**src/rtl/pipe_stage_buf.sv**
```systemverilog
// Elastic pipeline stage: valid/ready on both sides, 2-entry skid buffer, synchronous flush.
// Define PIPE_STAGE_STATS_EN to build the saturating stall/bubble counters; otherwise they read 0.
module pipe_stage_buf #(
  parameter int WIDTH = 32,
  parameter int CNT_W = 16
) (
  input  logic             clock,
  input  logic             reset_n,
  input  logic             flush,
  input  logic             in_valid,
  output logic             in_ready,
  input  logic [WIDTH-1:0] in_data,
  output logic             out_valid,
  input  logic             out_ready,
  output logic [WIDTH-1:0] out_data,
  output logic [1:0]       occupancy,
  output logic [CNT_W-1:0] stall_cycles,
  output logic [CNT_W-1:0] bubble_cycles
);

  typedef enum logic [1:0] {
    EMPTY = 2'd0,
    HALF  = 2'd1,
    FULL  = 2'd2
  } state_t;

  state_t           state, state_nxt;
  logic [WIDTH-1:0] head, head_nxt;
  logic [WIDTH-1:0] skid, skid_nxt;
  logic             accept, emit;

  // All handshake outputs decode from registered state only, so in_* never reaches out_*.
  assign in_ready  = (state != FULL);
  assign out_valid = (state != EMPTY);
  assign out_data  = head;
  assign accept    = in_valid && in_ready;
  assign emit      = out_valid && out_ready;

  always_comb begin
    case (state)
      HALF:    occupancy = 2'd1;
      FULL:    occupancy = 2'd2;
      default: occupancy = 2'd0;
    endcase
  end

  always_comb begin
    // NOTE: every output gets a default first so no path leaves it unassigned and infers a latch.
    state_nxt = state;
    head_nxt  = head;
    skid_nxt  = skid;
    if (flush) begin
      state_nxt = EMPTY;
      head_nxt  = '0;
      skid_nxt  = '0;
    end else begin
      case (state)
        EMPTY: begin
          if (accept) begin
            state_nxt = HALF;
            head_nxt  = in_data;
          end
        end
        HALF: begin
          if (accept && !emit) begin
            state_nxt = FULL;
            skid_nxt  = in_data;
          end else if (accept && emit) begin
            head_nxt  = in_data;
          end else if (emit) begin
            state_nxt = EMPTY;
            head_nxt  = '0;
          end
        end
        FULL: begin
          if (emit) begin
            state_nxt = HALF;
            head_nxt  = skid;
            skid_nxt  = '0;
          end
        end
        default: begin
          state_nxt = EMPTY;
          head_nxt  = '0;
          skid_nxt  = '0;
        end
      endcase
    end
  end

  // NOTE: data registers are reset too, because an empty entry must read as all-zero on out_data.
  always_ff @(posedge clock or negedge reset_n) begin
    if (!reset_n) begin
      state <= EMPTY;
      head  <= '0;
      skid  <= '0;
    end else begin
      // NOTE: non-blocking assignments keep every flop sampling pre-edge values.
      state <= state_nxt;
      head  <= head_nxt;
      skid  <= skid_nxt;
    end
  end

`ifdef PIPE_STAGE_STATS_EN
  // Counters saturate instead of wrapping and survive flush.
  always_ff @(posedge clock or negedge reset_n) begin
    if (!reset_n) begin
      stall_cycles  <= '0;
      bubble_cycles <= '0;
    end else begin
      if (out_valid && !out_ready && (stall_cycles != '1))
        stall_cycles <= stall_cycles + CNT_W'(1);
      if (!out_valid && out_ready && (bubble_cycles != '1))
        bubble_cycles <= bubble_cycles + CNT_W'(1);
    end
  end
`else
  assign stall_cycles  = '0;
  assign bubble_cycles = '0;
`endif

endmodule

```
**config.mk**
```make
export PLATFORM = sky130hd
export DESIGN_NAME = pipe_stage_buf
export DESIGN_NICKNAME = d
export VERILOG_FILES = /design/src/rtl/pipe_stage_buf.sv
export SDC_FILE = /design/constraint.sdc
export NUM_CORES = 1
export LEC_CHECK = 0
export ABC_AREA = 1
export CAP_MARGIN = 25
export CORE_UTILIZATION = 47
export CTS_CLUSTER_SIZE = 30
export DETAILED_ROUTE_END_ITERATION = 16
export GPL_ROUTABILITY_DRIVEN = 0
export PLACE_DENSITY = 0.86
export SETUP_SLACK_MARGIN = 0.2
export SLEW_MARGIN = 20
export SYNTH_ARGS = -nofsm -noshare
export SYNTH_HDL_FRONTEND = slang
export SYNTH_SLANG_ARGS = --single-unit
```
**constraint.sdc**
```tcl
create_clock -name clock -period 1.96 [get_ports clock]
set_input_delay 0.294 -clock clock [delete_from_list [all_inputs] [get_ports clock]]
set_output_delay 0.294 -clock clock [all_outputs]
set_load 0.01 [all_outputs]
```
* Word-level counts from Yosys, hierarchy flattened *
Cells that the tools add are included.

operators by class
  multiplexer cells = 18
  eq/ne operators = 11
  reduce and logical (&&, ||, !) cells = 10

operators with widths
  cell                                                 number
  2-to-1 mux 32 bit                                    8
  one-hot mux 32 bit (3 select lines)                  2
  2-to-1 mux 2 bit                                     6
  != test 3 bit, second input constant                 4
  != test 4 bit, second input constant                 3
  AND reduction 4 bit                                  2
  one-hot mux 2 bit (3 select lines)                   1
  logical AND 1 bit                                    4
  != test 2 bit, second input constant                 2
  one-hot mux 2 bit (2 select lines)                   1
  AND reduction 3 bit                                  1
  equality test 2 x 1 -> 1 bit, second input constant  1
  equality test 2 bit, second input constant           1
  zero test 2 bit                                      1
  nonzero test 2 bit                                   1
  zero test 1 bit                                      1

storage, ports and cells
  bits in registers = 66

* Logic depth before layout (Yosys ltp) *
Gate-level depths: netlist of run 1.

  depth after elaboration = 7
  depth in mapped cells = 10

* Worst setup path after synthesis of run 1 *
OpenSTA, ideal clock, no wires.

  path kind = register -> register
  from = reg state[0]
  to = reg skid[0]
  data arrival time = 1.338 ns
  library setup time = 0.119 ns
  cell stages (with the launch flop) = 11
  slack = 0.504 ns
  cell sequence = dfrtp_1 > buf_4 > nor2_2 > inv_2 > nand2_1 > nand2_1 > nand2_1 > nand2_1 > buf_2 > nand2_1 > nand2_1

between the ends
  word-level cells in the longest chain between the ends = 6

ends and longest elaborated chain
  what                                      RTL line  RTL
  start, declared                           27        state_t state, state_nxt;
  start signal, assigned                    99        state <= state_nxt;
  nonzero test 2 bit (*)                    34        assign out_valid = (state != EMPTY);
  named net out_valid                       13        output logic out_valid,
  logical AND 1 bit (*)                     37        assign emit = out_valid && out_ready;
  zero test 1 bit                           65        if (accept && !emit) begin
  logical AND 1 bit                         65
  != test 3 bit (no source line)            n/a
  AND reduction 3 bit (no source line) (*)  n/a
  end signal, assigned                      101       skid <= skid_nxt;
  end, declared                             29        logic [WIDTH-1:0] skid, skid_nxt;

Mark *: on every way through the listed nets, which the timed path passes. The rest lies on a longest branch.
A chain may end at the register's enable or synchronous reset.

* Final worst setup path of run 1 *
  from = reg state[1]
  to = out occupancy[0]

between the ends
  word-level cells in the longest chain between the ends = 2

ends and longest elaborated chain
  what                                                                 RTL line  RTL
  equality test 2 bit or equality test 2 x 1 -> 1 bit (tied branches)  40        case (state)
  one-hot mux 2 bit (2 select lines) (*)                               40
  end, declared                                                        16        output logic [1:0] occupancy,

Mark *: on every way between the ends. The rest lies on a longest branch, timed or not.

==> results of run 1 <==
metal layers:
metal,track usage,up-vias
met4,0.155,0
li1,-,1567
met3,0.0490,25
met1,0.299,1524
met2,0.400,193
met5,0,-
report_power, final:
group	internal (mW)	leakage (nW)	total, mW	switching (mW)
logic	0.517	1.46	1.19	0.673
registers	1.52	0.886	1.63	0.106
clock network	0.650	0.105	1.17	0.515
final cells by class:
type / instances / area, um^2
Clock inverter: 5 / 52.6
Fill cell: 576 / 2450
Sequential cell: 66 / 1650
Tap cell: 96 / 120
Timing Repair Buffer: 94 / 930
Clock buffer: 11 / 151
Multi-Input combinational cell: 362 / 1510
Inverter: 18 / 70.1
how the worst min path moves through the flow:
stage                                     from                       end  slack [ns]
after global routing      skid[11]$_DFFE_PN0P_      skid[11]$_DFFE_PN0P_        0.50
after floorplan                        reset_n   out_data[0]$_DFFE_PN0P_      -0.002
after global placement                 reset_n      skid[10]$_DFFE_PN0P_        0.31
final                                  reset_n  out_data[10]$_DFFE_PN0P_        0.48
after detailed placement               reset_n  out_data[10]$_DFFE_PN0P_        0.32
after CTS                              reset_n  out_data[10]$_DFFE_PN0P_        0.48
kinds of logic after synthesis:
kind of cell | share of synthesized area
compound gates | 0.0156
buf+inv | 0.122
flops | 0.479
other cells | 0.00109
simple gates | 0.382
timing repair:
| item | in CTS | in global routing |
|---|---|---|
| hold buffers | 1 | 0 |
| endpoints found under the hold margin | 23 | 0 |
| buffers inserted | 6 | 0 |
| resized for setup | 10 | 2 |
| setup endpoints to repair | 4 | 15 |
| pin swaps | 1 | 0 |
registers in the layout, summed over array words and instances, names as in the netlist:
signal / cells
state: 2
skid: 32
out_data: 32
layout by cell type (no fill, tap or decap), types with 2 or more instances in the layout:
| cell | count |
|---|---|
| nand2_1 | 265 |
| clkdlybuf4s50_1 | 67 |
| dfrtp_1 | 64 |
| nand4_1 | 33 |
| conb_1 | 32 |
| buf_4 | 17 |
| inv_1 | 14 |
| clkbuf_8 | 11 |
| nor2_1 | 9 |
| nand3_1 | 7 |
| o21ai_0 | 5 |
| buf_12 | 4 |
| inv_2 | 3 |
| clkinv_2 | 3 |
| dlygate4sd2_1 | 3 |
| nor2_4 | 2 |
| nor2_2 | 2 |
| dfrtp_2 | 2 |
==> flow_summary.ini, run 1 <==
[drt]
drc = 0
ant_nets = 0
drt_iter0_drc = 259
drt_first_pass_iters = 6
wl_per_cell_um = 13.5
drt-met1-wl_mm = 3.67
routed-wl-met2_mm = 4.16
top_layer = met4
vias_per_cell = 5.08
wl_met3_um = 696
via_count = 3309
wl_mm = 8.78

[setup_path]
max_stage_delay_ns = 0.40
cp_top_family = buffers and inverters
reg2reg_to = out_data[8]$_DFFE_PN0P_
path_max_fanout = 6
cp-startpoint = state[1]$_DFFE_PN0P_
crit_end = occupancy[0]
reg2reg_from = state[0]$_DFFE_PN0P_
critPathRequiredTime_ns = 1.67
timing.critical_path.to_type = primary output
r2r_cells = 8
arrival_ns = 1.40
slowest_stage = dfrtp_2
startpoint_type = register
path_class = reg2out
cp.depth = 5
reg2reg_slack_ns = 0.34
critical_path.cell_chain = buf_4 -> inv_4 -> nand2_2 -> inv_1 -> clkdlybuf4s15_1
path_buf_inv = 4

[synth]
synthCells = 471
ys_types = 19
synth_top_area_share = 0.479
ys_warn_count = 0
synth_edf_count = 0
synth_area_leader_cell = dfrtp_1
synthTopCellsByCount = nand2_1, dfrtp_1, buf_4, nand4_1, buf_2
synthArstFlopShare = 1.00
avgSynthCellArea_um2 = 7.32
synth_area_um2 = 3450
seq_area_frac_synth = 0.479
ys.flop_type = dfrtp_1
synthTopCellsByArea = dfrtp_1, nand2_1, buf_4, nand4_1, buf_2
yosysMostFrequentCell = nand2_1
synth-seq-cells = 66

[hold_path]
worstHoldPathType = in2async

[grt]
grt_pass1_vias = 3129
grt_use_total = 0.245
grt_max_degree = 33
grt-ovfl-total = 0
grt_pass1_wl_mm = 14.2
antenna_found_initial = 0

[cts]
cts_tree = built
h-tree-depth = 3
clk_pin_slew_ns = 0.07
cts_num_sinks = 66
cts_root_buf = clkbuf_8
numCtsBuffers = 9
clk_latency_ns = 0.34
cts.path.max_buffers = 2

[cells_and_area]
diodes = 0
stdcell_count = 652
syn_to_final_growth_pct = 30.2
final_util = 0.646
finalNetCount = 588
drive_gt1_frac = 0.0953
finalInstanceArea_um2 = 4490

[timing]
setup_violations = 0
hold_viol = 0
setup_tns_ns = 0
min_period_ns = 1.70
clock.fmax_ghz = 0.589
holdWs_ns = 0.476
tightestPinTransition_ns = 0.588
rsz0062_at_grt = no
setup_slack_ns = 0.263
drv_slew = 0
skew_ns = 0.00792
finalCritPeriodShare = 0.866
slew_headroom = 0.608

[pwr]
totalPowerFinal_mw = 3.98
ir_worst_vdd_mv = 0.539
leakage_nw = 2.45
power_density_nw_per_um2 = 887

[placement]
port_buffers = 72
place_ws_ns = 0.0482
dp.cells = 629
dp_hpwl_mm = 5.79
place_area_um2 = 4210

[floorplanning]
fp.dieH_um = 87.6
core.rowCount = 30
dieWidth_um = 87.6
start_util = 0.496
dieArea_um2 = 7680
core_um2 = 6940
ios = 105

[run]
cap_violations = 0

[run_status]
status = completed
Note: power is estimated with default switching activity, not from simulation.
==> inputs of run 2 (changes only) <==
- REMOVE_ABC_BUFFERS: unset -> 1
==> flow_summary.ini, run 2 (synthesized netlist as in run 1, its figures left out) <==
[run_status]
status = completed

[setup_path]
critical_path.cell_chain = buf_4 -> nor2_4 -> inv_2 -> dlygate4sd2_1
path_buf_inv = 3
path_max_fanout = 6
slowest_stage = dfrtp_2
max_stage_delay_ns = 0.41
cp_top_family = buffers and inverters
reg2reg_to = out_data[19]$_DFFE_PN0P_
reg2reg_slack_ns = 0.35
r2r_cells = 7
startpoint_type = register
reg2reg_from = state[0]$_DFFE_PN0P_
cp-startpoint = state[1]$_DFFE_PN0P_
timing.critical_path.to_type = primary output
crit_end = out_valid
path_class = reg2out
cp.depth = 4
arrival_ns = 1.40
critPathRequiredTime_ns = 1.67

[cells_and_area]
fillers = 594
final_cell_mix = nand2_1, clkdlybuf4s50_1, dfrtp_1
finalNetCount = 588
diodes = 0
drive_gt1_frac = 0.0883
syn_to_final_growth_pct = 30.5
finalInstanceArea_um2 = 4500
seqCellArea_um2 = 1650
multiInputGateArea_um2 = 1520
final_common_cell = nand2_1

[timing]
hold_viol = 0
clock.fmax_ghz = 0.591
finalCritPeriodShare = 0.864
skew_ns = 0.00532
drv_slew = 0
rsz0062_at_grt = yes
min_period_ns = 1.69
holdWs_ns = 0.480
setup_slack_ns = 0.267
setup_violations = 0

[pwr]
seq_power_share = 0.406
ir_worst_vdd_mv = 0.496
power_density_nw_per_um2 = 884
swShare = 0.318
power_switching_mw = 1.26
pwr-share-comb = 0.296
leakage_nw = 2.47
clkPwrFrac = 0.298
power.internal_mw = 2.71

[cts]
cts.path.max_buffers = 2
clk_pin_slew_ns = 0.07
numCtsBuffers = 9
cts_root_buf = clkbuf_8
h-tree-depth = 3
clk_latency_ns = 0.35
cts_num_sinks = 66
cts_tree = built

[grt]
antenna_found_initial = 0
grt_max_degree = 67
grt-ovfl-total = 0
grt_use_total = 0.238
grt_pass1_vias = 3036
grt_pass1_wl_mm = 14.1

[floorplanning]
ios = 105
dieArea_um2 = 7680
fp.dieH_um = 87.6
core_um2 = 6940
core.rowCount = 30
dieWidth_um = 87.6
start_util = 0.496

[placement]
place_area_um2 = 4240
dp_hpwl_mm = 5.24
place_ws_ns = -0.0224
port_buffers = 72

[drt]
wl_per_cell_um = 13.1
wl_mm = 8.53
drc = 0
drt_iter0_drc = 344
vias_per_cell = 5.04
ant_nets = 0
drt_first_pass_iters = 5
via_count = 3278

[run]
cap_violations = 0

[hold_path]
worstHoldPathType = reg2reg
run 2: worst min path at each step:
stage | from | end | slack [ns] | depth (start not counted)
after CTS | skid[29]$_DFFE_PN0P_ | skid[29]$_DFFE_PN0P_ | 0.48 | 2
final | out_data[6]$_DFFE_PN0P_ | out_data[6]$_DFFE_PN0P_ | 0.48 | 2
after global placement | reset_n | out_data[23]$_DFFE_PN0P_ | 0.34 | 2
after global routing | skid[29]$_DFFE_PN0P_ | skid[29]$_DFFE_PN0P_ | 0.51 | 2
after detailed placement | reset_n | out_data[23]$_DFFE_PN0P_ | 0.33 | 2
after floorplan | reset_n | out_data[0]$_DFFE_PN0P_ | -0.002 | 0
run 2: final cells by class:
class,instances,share of cell area
Clock buffer,13,0.0376
Tap cell,96,0.0267
Sequential cell,66,0.368
Inverter,18,0.0150
Clock inverter,2,0.00779
Timing Repair Buffer,93,0.207
Multi-Input combinational cell,363,0.338
run 2: worst reg2reg max path, cell delays in order, from the launching register on:
cell	delay, ns
dfrtp_1	0.38
buf_4	0.15
nor2_1	0.22
nand3_1	0.18
nand3_2	0.21
buf_8	0.25
nand2_1	0.09
nand2_1	0.08
run 2: power by group through the flow:
stage	Sequential [mW]	Combinational, mW	Clock (mW)
finish	1.62	1.18	1.18
global route	1.63	1.29	1.27
CTS	1.61	1.15	1.20
detailed placement	1.64	1.13	0
global placement	1.64	1.11	0
floorplan	1.69	0.448	0
run 2: through the flow:
step,utilization,std cells,setup TNS (ns),power [mW]
after floorplan,-,446,-23.26,2.14
after global placement,0.610,632,-9.75,2.75
after detailed placement,0.611,632,-0.101,2.77
after CTS,0.644,650,0,3.97
after global routing,0.648,651,0,4.19
final,0.648,651,0,3.98
run 2: metal layers:
| metal | vias up | global-route usage | part of all wire |
|---|---|---|---|
| li1 | 1562 | - | - |
| met1 | 1519 | 0.300 | 0.41 |
| met2 | 180 | 0.401 | 0.49 |
| met3 | 17 | 0.0537 | 0.086 |
| met4 | 0 | 0.0909 | 0.015 |
| met5 | - | 0 | 0 |
run 2: repair_timing:
item / CTS / global route
gates resized for setup: 5 / 5
hold endpoints to repair: 66 / 0
hold buffers: 1 / 0
endpoints found under the setup margin: 4 / 34
pin swaps: 0 / 1
setup buffers: 2 / 0
gates cloned: 0 / 1
==> inputs of run 3 (changes only) <==
--- a/config.mk
+++ b/config.mk
@@ -8,4 +8,5 @@
 export ABC_AREA = 1
 export CAP_MARGIN = 25
+export CORE_MARGIN = 5
 export CORE_UTILIZATION = 47
 export CTS_CLUSTER_SIZE = 30
@@ -15,5 +16,5 @@
 export REMOVE_ABC_BUFFERS = 1
 export SETUP_SLACK_MARGIN = 0.2
-export SLEW_MARGIN = 20
+export SLEW_MARGIN = 25
 export SYNTH_ARGS = -nofsm -noshare
 export SYNTH_HDL_FRONTEND = slang
==> constraint.sdc (replaced) <==
create_clock -name clock -period 1.96 [get_ports clock]
set_input_delay 0.294 -clock clock [delete_from_list [all_inputs] [get_ports clock]]
set_output_delay 0.294 -clock clock [all_outputs]
set_load 0.02 [all_outputs]
==> flow_summary.ini, run 3 (synthesized netlist as in run 1, its figures left out) <==
[run_status]
status = completed

[timing]
min_period_ns = 1.69
finalCritPeriodShare = 0.864
setup_violations = 0
hold_viol = 0
rsz0062_at_grt = no
clock.fmax_ghz = 0.590
setup_slack_ns = 0.266
skew_ns = 0.00668
slew_headroom = 0.649
drv_slew = 0
tightestPinTransition_ns = 0.527

[placement]
place_ws_ns = 0.0986
port_buffers = 72
dp.cells = 631
dp_hpwl_mm = 5.85

[setup_path]
startpoint_type = register
arrival_ns = 1.40
reg2reg_to = out_data[3]$_DFFE_PN0P_
path_class = reg2out
path_max_fanout = 7
path_buf_inv = 2
reg2reg_from = state[0]$_DFFE_PN0P_
critPathRequiredTime_ns = 1.67
reg2reg_slack_ns = 0.34
cp.depth = 3
max_stage_delay_ns = 0.42
timing.critical_path.to_type = primary output
slowest_stage = dfrtp_2
cp_top_family = buffers and inverters
critical_path.cell_chain = buf_4 -> nor2_2 -> clkdlybuf4s15_1
r2r_cells = 9

[cts]
h-tree-depth = 3
cts.path.max_buffers = 2
cts_root_buf = clkbuf_8
numCtsBuffers = 9
clk_latency_ns = 0.33
cts_num_sinks = 66
cts_tree = built
clk_pin_slew_ns = 0.08

[cells_and_area]
final_common_cell = nand2_1
drive_gt1_frac = 0.0889
finalNetCount = 583
fillers = 661
stdcell_count = 650
syn_to_final_growth_pct = 29.3
final_cell_mix = nand2_1, clkdlybuf4s50_1, dfrtp_1
diodes = 0

[floorplanning]
core_um2 = 7210
ios = 105
dieArea_um2 = 9150
fp.dieH_um = 95.6
start_util = 0.478
dieWidth_um = 95.6
core.rowCount = 31

[drt]
ant_nets = 0
via_count = 3144
wl_mm = 8.41
wl_per_cell_um = 12.9
vias_per_cell = 4.84
drt_iter0_drc = 184
drt_first_pass_iters = 4
drc = 0

[grt]
grt_pass1_vias = 3027
busiest_layer = met2
grt_util_met1 = 0.246
grt_pass1_wl_mm = 13.9
grt_max_degree = 47
grt_use_total = 0.196
grt_use_met3 = 0.0458
met2_usage = 0.327
grt-ovfl-total = 0
antenna_found_initial = 0

[pwr]
ir_worst_vdd_mv = 0.326
totalPowerFinal_mw = 4.17
power_density_nw_per_um2 = 936
leakage_nw = 2.43

[hold_path]
worstHoldPathType = in2async

[run]
cap_violations = 0
==> run 3: cell count changes in the layout (fill, tap and decap cells not counted), sizes merged <==
cell / change
buf: -4
bufinv: +1
clkbuf: -1
clkdlybuf4s15: +1
clkinv: +2
clkinvlp: +1
dlygate4sd2: -2
dlymetal6s2s: -1
nor2: -1
==> run 3: final cells by class <==
cell class	count	area [um^2]	area share
Tap cell	99	124	0.0278
Sequential cell	66	1650	0.371
Inverter	18	67.6	0.0152
Clock inverter	6	90.1	0.0202
Clock buffer	10	138	0.0309
Timing Repair Buffer	89	885	0.198
Multi-Input combinational cell	362	1500	0.336
==> run 3: stage by stage <==
| stage | setup TNS (ns) | utilization | hold WS [ns] | cell area, um^2 |
|---|---|---|---|---|
| final | 0 | 0.618 | 0.472 | 4460 |
| after global routing | 0 | 0.618 | 0.498 | 4460 |
| after CTS | 0 | 0.618 | 0.478 | 4460 |
| after detailed placement | 0 | 0.584 | 0.302 | 4210 |
| after global placement | 0 | 0.584 | 0.288 | 4210 |
| after floorplan | -23.26 | - | -0.00159 | 3210 |
==> run 3: report_power, final <==
part           internal [mW]  leakage (nW)  total (mW)  switching, mW
logic                  0.500          1.43        1.27          0.765
clock network          0.753         0.112        1.29          0.535
registers               1.52         0.886        1.62         0.0971
total                   2.77          2.43        4.17           1.40
==> run 3: timing repair <==
item,in CTS,in global routing
gates resized for setup,6,6
hold buffers,1,0
buffers inserted,2,0
endpoints found under the setup margin,4,61
endpoints found under the hold margin,20,0
==> run 3: per-layer routing <==
metal | part of all wire | up-vias
li1 | - | 1557
met3 | 0.077 | 12
met1 | 0.41 | 1446
met4 | 0.016 | 0
met5 | 0 | -
met2 | 0.50 | 129
==> run 3: worst max-delay path by stage <==
| stage | from | to | slack, ns |
|---|---|---|---|
| finish | state[0]$_DFFE_PN0P_ | occupancy[1] | 0.27 |
| global route | state[0]$_DFFE_PN0P_ | occupancy[1] | 0.21 |
| detailed placement | flush | out_data[3]$_DFFE_PN0P_ | 0.1 |
| global placement | flush | out_data[16]$_DFFE_PN0P_ | 0.20 |
| CTS | state[1]$_DFFE_PN0P_ | occupancy[0] | 0.16 |
| floorplan | state[0]$_DFFE_PN0P_ | skid[0]$_DFFE_PN0P_ | -0.56 |
